<file path="config.mk">
export PLATFORM = sky130hd
export DESIGN_NAME = spi_byte_master_flat
export DESIGN_NICKNAME = d
export VERILOG_FILES = /design/src/rtl/spi_byte_master_pkg.sv /design/src/rtl/spi_byte_master_if.sv /design/src/rtl/spi_byte_master_clk_div.sv /design/src/rtl/spi_byte_master.sv /design/src/flat_wrapper.sv
export SDC_FILE = /design/constraint.sdc
export NUM_CORES = 1
export LEC_CHECK = 0
export ABC_AREA = 1
export CORE_UTILIZATION = 30
export CTS_BUF_LIST = sky130_fd_sc_hd__clkbuf_2 sky130_fd_sc_hd__clkbuf_4 sky130_fd_sc_hd__clkbuf_8
export CTS_CLUSTER_DIAMETER = 200
export CTS_CLUSTER_SIZE = 12
export DETAILED_ROUTE_END_ITERATION = 10
export SYNTH_ARGS = -nofsm -noshare
export SYNTH_HDL_FRONTEND = slang
export SYNTH_SLANG_ARGS = --single-unit
</file>
<file path="constraint.sdc">
create_clock -name clk -period 1.8 [get_ports clk]
set_input_delay 0.27 -clock clk [delete_from_list [all_inputs] [get_ports clk]]
set_output_delay 0.27 -clock clk [all_outputs]
set_load 0.01 [all_outputs]
</file>
<file path="src/rtl/spi_byte_master_pkg.sv">
// Shared constants for the SPI byte master: byte width, default divider and
// the 2-bit state encodings used by spi_byte_master and spi_mode_config.
package spi_byte_master_pkg;

  localparam int unsigned SPI_BITS            = 8;
  localparam int unsigned SPI_CLK_DIV_DEFAULT = 4;

  localparam logic [1:0] ST_IDLE = 2'd0;
  localparam logic [1:0] ST_LOW  = 2'd1;
  localparam logic [1:0] ST_HIGH = 2'd2;
  localparam logic [1:0] ST_DONE = 2'd3;

endpackage

</file>
<file path="src/rtl/spi_byte_master_if.sv">
// Byte command/response bus between spi_mode_config (master side) and
// spi_byte_master (slave side).
interface spi_byte_master_if;
  import spi_byte_master_pkg::*;

  logic                start;
  logic [SPI_BITS-1:0] byte_in;
  logic                busy;
  logic                done;
  logic [SPI_BITS-1:0] byte_out;

  modport master (output start, output byte_in,
                  input  busy,  input  done, input byte_out);
  modport slave  (input  start, input  byte_in,
                  output busy,  output done, output byte_out);

endinterface

</file>
<file path="src/rtl/spi_byte_master_clk_div.sv">
// Half-period counter: counts 0..CLK_DIV-1 while enabled and emits a one-cycle
// tick on the terminal count; held at zero while disabled.
module spi_clk_div #(
  parameter int unsigned CLK_DIV = 4,
  parameter int unsigned CNT_W   = 8
) (
  input  logic clk,
  input  logic rst,
  input  logic en,
  output logic tick
);

  localparam logic [CNT_W-1:0] TERM = CNT_W'(CLK_DIV - 1);

  logic [CNT_W-1:0] cnt_q, cnt_d;

  assign tick = en && (cnt_q == TERM);

  always_comb begin
    cnt_d = cnt_q;
    if (!en || tick) cnt_d = '0;
    else             cnt_d = cnt_q + CNT_W'(1);
  end

  always_ff @(posedge clk or posedge rst) begin
    if (rst) cnt_q <= '0;
    else     cnt_q <= cnt_d;
  end

endmodule

</file>
<file path="src/rtl/spi_byte_master.sv">
// Mode-0 (CPOL=0, CPHA=0) MSB-first SPI byte master.
// Optional: define SPI_LOOPBACK_EN to add a loopback input sampling mosi instead of miso.
module spi_byte_master
  import spi_byte_master_pkg::*;
#(
  parameter int unsigned CLK_DIV = SPI_CLK_DIV_DEFAULT,
  parameter int unsigned CNT_W   = 8
) (
  input  logic               clk,
  input  logic               rst,
  spi_byte_master_if.slave   bus,
`ifdef SPI_LOOPBACK_EN
  input  logic               loopback,
`endif
  input  logic               miso,
  output logic               sclk,
  output logic               mosi
);

  logic [1:0]          state_q, state_d;
  logic [SPI_BITS-1:0] tx_sr_q, tx_sr_d;
  logic [SPI_BITS-1:0] rx_sr_q, rx_sr_d;
  logic [SPI_BITS-1:0] byte_out_q, byte_out_d;
  logic [2:0]          bitcnt_q, bitcnt_d;
  logic                active;
  logic                tick;
  logic                sample;

  assign active = (state_q == ST_LOW) || (state_q == ST_HIGH);

`ifdef SPI_LOOPBACK_EN
  assign sample = loopback ? mosi : miso;
`else
  assign sample = miso;
`endif

  spi_clk_div #(.CLK_DIV(CLK_DIV), .CNT_W(CNT_W)) u_clk_div (
    .clk  (clk),
    .rst  (rst),
    .en   (active),
    .tick (tick)
  );

  always_comb begin
    state_d    = state_q;
    tx_sr_d    = tx_sr_q;
    rx_sr_d    = rx_sr_q;
    byte_out_d = byte_out_q;
    bitcnt_d   = bitcnt_q;
    case (state_q)
      // DONE accepts a new start exactly like IDLE for back-to-back bytes
      ST_IDLE, ST_DONE: begin
        state_d = ST_IDLE;
        if (bus.start) begin
          tx_sr_d  = bus.byte_in;
          rx_sr_d  = '0;
          bitcnt_d = 3'd7;
          state_d  = ST_LOW;
        end
      end
      ST_LOW: begin
        if (tick) begin
          rx_sr_d = {rx_sr_q[SPI_BITS-2:0], sample};
          state_d = ST_HIGH;
        end
      end
      ST_HIGH: begin
        if (tick) begin
          if (bitcnt_q != 3'd0) begin
            bitcnt_d = bitcnt_q - 3'd1;
            tx_sr_d  = {tx_sr_q[SPI_BITS-2:0], 1'b0};
            state_d  = ST_LOW;
          end else begin
            byte_out_d = rx_sr_q;
            state_d    = ST_DONE;
          end
        end
      end
      default: state_d = ST_IDLE;
    endcase
  end

  always_ff @(posedge clk or posedge rst) begin
    if (rst) begin
      state_q    <= ST_IDLE;
      tx_sr_q    <= '0;
      rx_sr_q    <= '0;
      byte_out_q <= '0;
      bitcnt_q   <= '0;
    end else begin
      state_q    <= state_d;
      tx_sr_q    <= tx_sr_d;
      rx_sr_q    <= rx_sr_d;
      byte_out_q <= byte_out_d;
      bitcnt_q   <= bitcnt_d;
    end
  end

  assign sclk         = (state_q == ST_HIGH);
  assign mosi         = active && tx_sr_q[SPI_BITS-1];
  assign bus.busy     = active;
  assign bus.done     = (state_q == ST_DONE);
  assign bus.byte_out = byte_out_q;

endmodule

</file>
<file path="src/flat_wrapper.sv">
// flat-port wrapper written by rule: the top's interface ports become plain ports
module spi_byte_master_flat import spi_byte_master_pkg::*;
#(
  parameter int unsigned CLK_DIV = SPI_CLK_DIV_DEFAULT,
  parameter int unsigned CNT_W   = 8
)
  (clk, rst, miso, sclk, mosi, bus_start, bus_byte_in, bus_busy, bus_done, bus_byte_out);
  spi_byte_master_if bus_i ();
  input  logic clk;
  input  logic rst;
  input  logic miso;
  output logic sclk;
  output logic mosi;
  input wire logic [$bits(bus_i.start)-1:0] bus_start;
  input wire logic [$bits(bus_i.byte_in)-1:0] bus_byte_in;
  output wire logic [$bits(bus_i.busy)-1:0] bus_busy;
  output wire logic [$bits(bus_i.done)-1:0] bus_done;
  output wire logic [$bits(bus_i.byte_out)-1:0] bus_byte_out;
  assign bus_i.start = bus_start;
  assign bus_i.byte_in = bus_byte_in;
  assign bus_busy = bus_i.busy;
  assign bus_done = bus_i.done;
  assign bus_byte_out = bus_i.byte_out;
  spi_byte_master #(.CLK_DIV(CLK_DIV), .CNT_W(CNT_W)) u_core (.clk(clk), .rst(rst), .bus(bus_i), .miso(miso), .sclk(sclk), .mosi(mosi));
endmodule
</file>
==> summary by stage <==
Timing
The time the worst path needs with I/O delays and setup is 1.70 ns. In the post-route analysis, the smallest setup slack over all paths is 0.101 ns. On the final layout, the worst clock skew is 0.00589 ns.

The achievable frequency is 0.589 GHz. The final critical path takes up 94.4% of the cycle. Setup repair after global routing left no endpoint under its margin. The relative max-transition margin is 68.9%.

The total count of hold-check failures in the final report is 0. At the pin with the least slew margin, the transition time is 0.466 ns. The total setup violations reported at the end of the flow is 0. After routing, the total negative slack on setup checks comes to 0 ns.

The total count of max-transition violations in the final report came to 0.

Clocking
The maximum number of buffers from clock root to sink is 2. TritonCTS built the clock tree. The clock latency reported for the late side of the worst-skew pair is 0.29 ns. The root buffer cell is sky130_fd_sc_hd__clkbuf_8. For this design, the sink count on the clock tree is 37. Buffers inserted during clock tree synthesis total 5.

The H-tree generated during clock tree synthesis spans 2 levels. The clock edge transition at the registers on the reported setup and hold paths is 0.07 ns.

Yosys
The synthesized design devotes to its leading area cell type 48.7% of total area. In this run, synthesis produced a sequential element count of 37. Counting every net in the synthesized netlist gives 250.

Of all flip-flops after synthesis, the portion carrying an async set or reset was 100%. The sequential cell area fraction in the yosys report is 48.7%. The warning count from the yosys run is 0. The number of enable flip-flop cells after synthesis is 0. The distinct cell type count after synthesis is 23.

The netlist area before placement is 1900 µm². sky130_fd_sc_hd__dfrtp_1 takes more of the synthesized area than any other cell. Counting every instance in the synthesized netlist gives 232. By count the netlist is led by 87 x sky130_fd_sc_hd__nand2_1, 37 x sky130_fd_sc_hd__dfrtp_1, 22 x sky130_fd_sc_hd__inv_1, 13 x sky130_fd_sc_hd__nand4_1, 12 x sky130_fd_sc_hd__nor2_1.

The most common cell in the synthesized netlist is sky130_fd_sc_hd__nand2_1. Sorting the synthesized cells by area gives the leading types as sky130_fd_sc_hd__dfrtp_1 49%, sky130_fd_sc_hd__nand2_1 17%, sky130_fd_sc_hd__inv_1 4.3%, sky130_fd_sc_hd__nand4_1 4.3%, sky130_fd_sc_hd__ha_1 3.9%. The most used flip-flop cell after synthesis is sky130_fd_sc_hd__dfrtp_1.

The average cell area after synthesis is 8.20 µm².

Drt
The average vias per placed instance is 4.43. The final layout contains routed wiring with a total length of 3590 µm. In the routed design, unresolved DRC markers number 0.

The number of iterations in the first detailed-routing pass is 4. The routed layout has 1502 vias. In this run the remaining antenna-violating nets after routing total 0.

After detailed routing, the average wire length per cell comes to 10.6 µm. The detailed router's first-iteration violation count is 60.

Placed design
The global placement routability congestion is 0.785. The half-perimeter wire length of the detailed placement result is 2570 µm. Counting tap cells, the placed design contains a total of 332 instances.

Port buffering added 23 buffers. OpenSTA, run right after detailed placement, puts the worst setup slack at 0.0689 ns.

Cells and area
The relative area change from synthesis to final layout is 22.9%. The final cell count without fillers is 339. The area used by multi-input combinational logic is 831 µm².

The number of antenna diodes is 0. After filler insertion, the fill cell instance count of the layout stands at 637. In the final layout, flip-flops and latches occupy 926 µm². The ratio of cells with drive above 1 in the final layout is 16.7%. The number of nets in the finished design is 282.

Die
For this design the top-level I/O count stands at 24. Once the floorplan was initialized, standard cells occupied 31.6% of the core. The die width is 81.6 µm. The die covers 6670 µm². The initialized floorplan defines 28 standard-cell rows.

The region available for standard cell placement spans 6030 µm². The floorplan step set the die height to 81.6 µm.

Outcome
The run finished with clean final reports.

Worst setup path
The critical path arrival is 1.43 ns. At the worst endpoint, the required time is 1.53 ns. The launch point of the worst reg-to-reg path is u_core.state_q[0]. The worst setup path is captured at a primary output. The worst setup path is of the reg2out kind. The reg2reg setup slack is 0.13 ns.

The worst setup path is launched from a flip-flop. The destination of the worst register-to-register timing path is u_core.tx_sr_q[6]. The maximum net fanout on the critical path is 3.

The worst-case reg-to-reg path depth is 8.

GRT
Entering global routing, the biggest net connects 38 pins. The first-pass GRT wire length is 6350 µm. The number of antenna violations at the first check in global routing is 0. The combined global-route utilization of all metal layers is 12.7%. The number of global-route vias before repair is 1464. The global-route congestion overflow total is 0.

Power
The static leakage is 1.10 nW. The clock network accounts for 16.9% of the total power. The switching power is 1.52 mW. The part of the power in combinational logic is 49.5%. Sequential cells burn 33.6% of the power. Across the VDD grid, the largest voltage drop is 0.847 mV. The internal power contribution is 2.00 mW. Power spread over the standard cell area amounts to 1500 nW/µm². In this run switching power makes up 43.1% of total power.

Job
Max-cap violations in this run came to 0.

Worst hold path
The worst min-delay path category is in2async.
[per-layer routing]
| layer | up-vias | share of wire, % | GRT usage [%] |
|---|---|---|---|
| met2 | 14 | 48 | 20.8 |
| met4 | 0 | 1.4 | 5.96 |
| met3 | 2 | 3.0 | 3.67 |
| met1 | 694 | 47 | 15.3 |
| met5 | - | 0 | 0 |
| li1 | 792 | - | - |
[registers in the layout (all words and copies together) (netlist names)]
signal                  flops
u_core.state_q              2
u_core.bitcnt_q             3
u_core.u_clk_div.cnt_q      8
u_core.tx_sr_q              8
u_core.rx_sr_q              8
u_core.bus.byte_out         8
[layout make-up]
cell class / instances / area share [%]
multi-input cells: 159 / 35.5
well taps: 75 / 4.01
inverters: 29 / 4.65
clock buffers: 7 / 3.85
repair buffers: 32 / 12.4
flip-flops and latches: 37 / 39.6
[cell families (layout without fill, tap and decap cells)]
kind of cell,after synthesis,in the layout,share of synthesized area (%)
xor gates and xnor gates,1,1,0.460
AOI/OAI and AO/OA,27,27,9.27
DFF,37,37,48.7
and+or+nand+nor,125,125,29.6
buffers and inverters,36,68,8.09
adders and majority gates,6,6,3.94
[critical path, cell delays in order (launching register included)]
cell and delay, ns:
sky130_fd_sc_hd__dfrtp_1 0.40, sky130_fd_sc_hd__inv_1 0.08, sky130_fd_sc_hd__ha_2 0.29, sky130_fd_sc_hd__nor2_1 0.11, sky130_fd_sc_hd__dlygate4sd2_1 0.27
[stage by stage]
stage          util, %  area (µm²)  hold WS (ns)  total power [mW]
2_1_floorplan        -        1900         0.427              2.50
3_3_place_gp      37.3        2250         0.453              2.94
3_5_place_dp      37.3        2250         0.460              2.97
4_1_cts           38.8        2340         0.402              3.55
5_1_grt           38.8        2340         0.487              3.85
6_report          38.8        2340         0.390              3.52
[power by group through the flow]
stage	combinational (mW)	clock, mW	sequential, mW
final	1.74	0.594	1.18
after global routing	2.00	0.643	1.21
after CTS	1.75	0.615	1.18
after detailed placement	1.77	0	1.20
after global placement	1.75	0	1.19
after floorplan	1.33	0	1.17
[worst max-delay path by stage]
stage                      start                 to
2_1_floorplan  u_core.state_q[0]  u_core.rx_sr_q[0]
3_3_place_gp   u_core.state_q[0]           bus_busy
3_5_place_dp   u_core.state_q[0]           bus_busy
4_1_cts        u_core.state_q[0]           bus_busy
5_1_grt        u_core.state_q[0]               mosi
6_report       u_core.state_q[0]               mosi
[cell usage in the layout (no fill, tap or decap), types with 3 or more instances in the layout]
master and instances:
sky130_fd_sc_hd__nand2_1 87, sky130_fd_sc_hd__dfrtp_1 37, sky130_fd_sc_hd__inv_1 22, sky130_fd_sc_hd__clkdlybuf4s50_1 20, sky130_fd_sc_hd__nand4_1 13, sky130_fd_sc_hd__nor2_1 12, sky130_fd_sc_hd__buf_4 9, sky130_fd_sc_hd__o21ai_2 8
sky130_fd_sc_hd__o21ai_1 8, sky130_fd_sc_hd__inv_2 7, sky130_fd_sc_hd__o21ai_0 6, sky130_fd_sc_hd__clkbuf_8 6, sky130_fd_sc_hd__ha_1 5, sky130_fd_sc_hd__a21oi_1 4, sky130_fd_sc_hd__nand2_2 3, sky130_fd_sc_hd__nand3_1 3
[repair_timing]
item,in CTS,in global routing
hold buffers,0,0
setup buffers,0,0
resized for setup,4,3
cloned,0,0
endpoints found under the setup margin,3,9
Power figures use the tool's default switching activity.
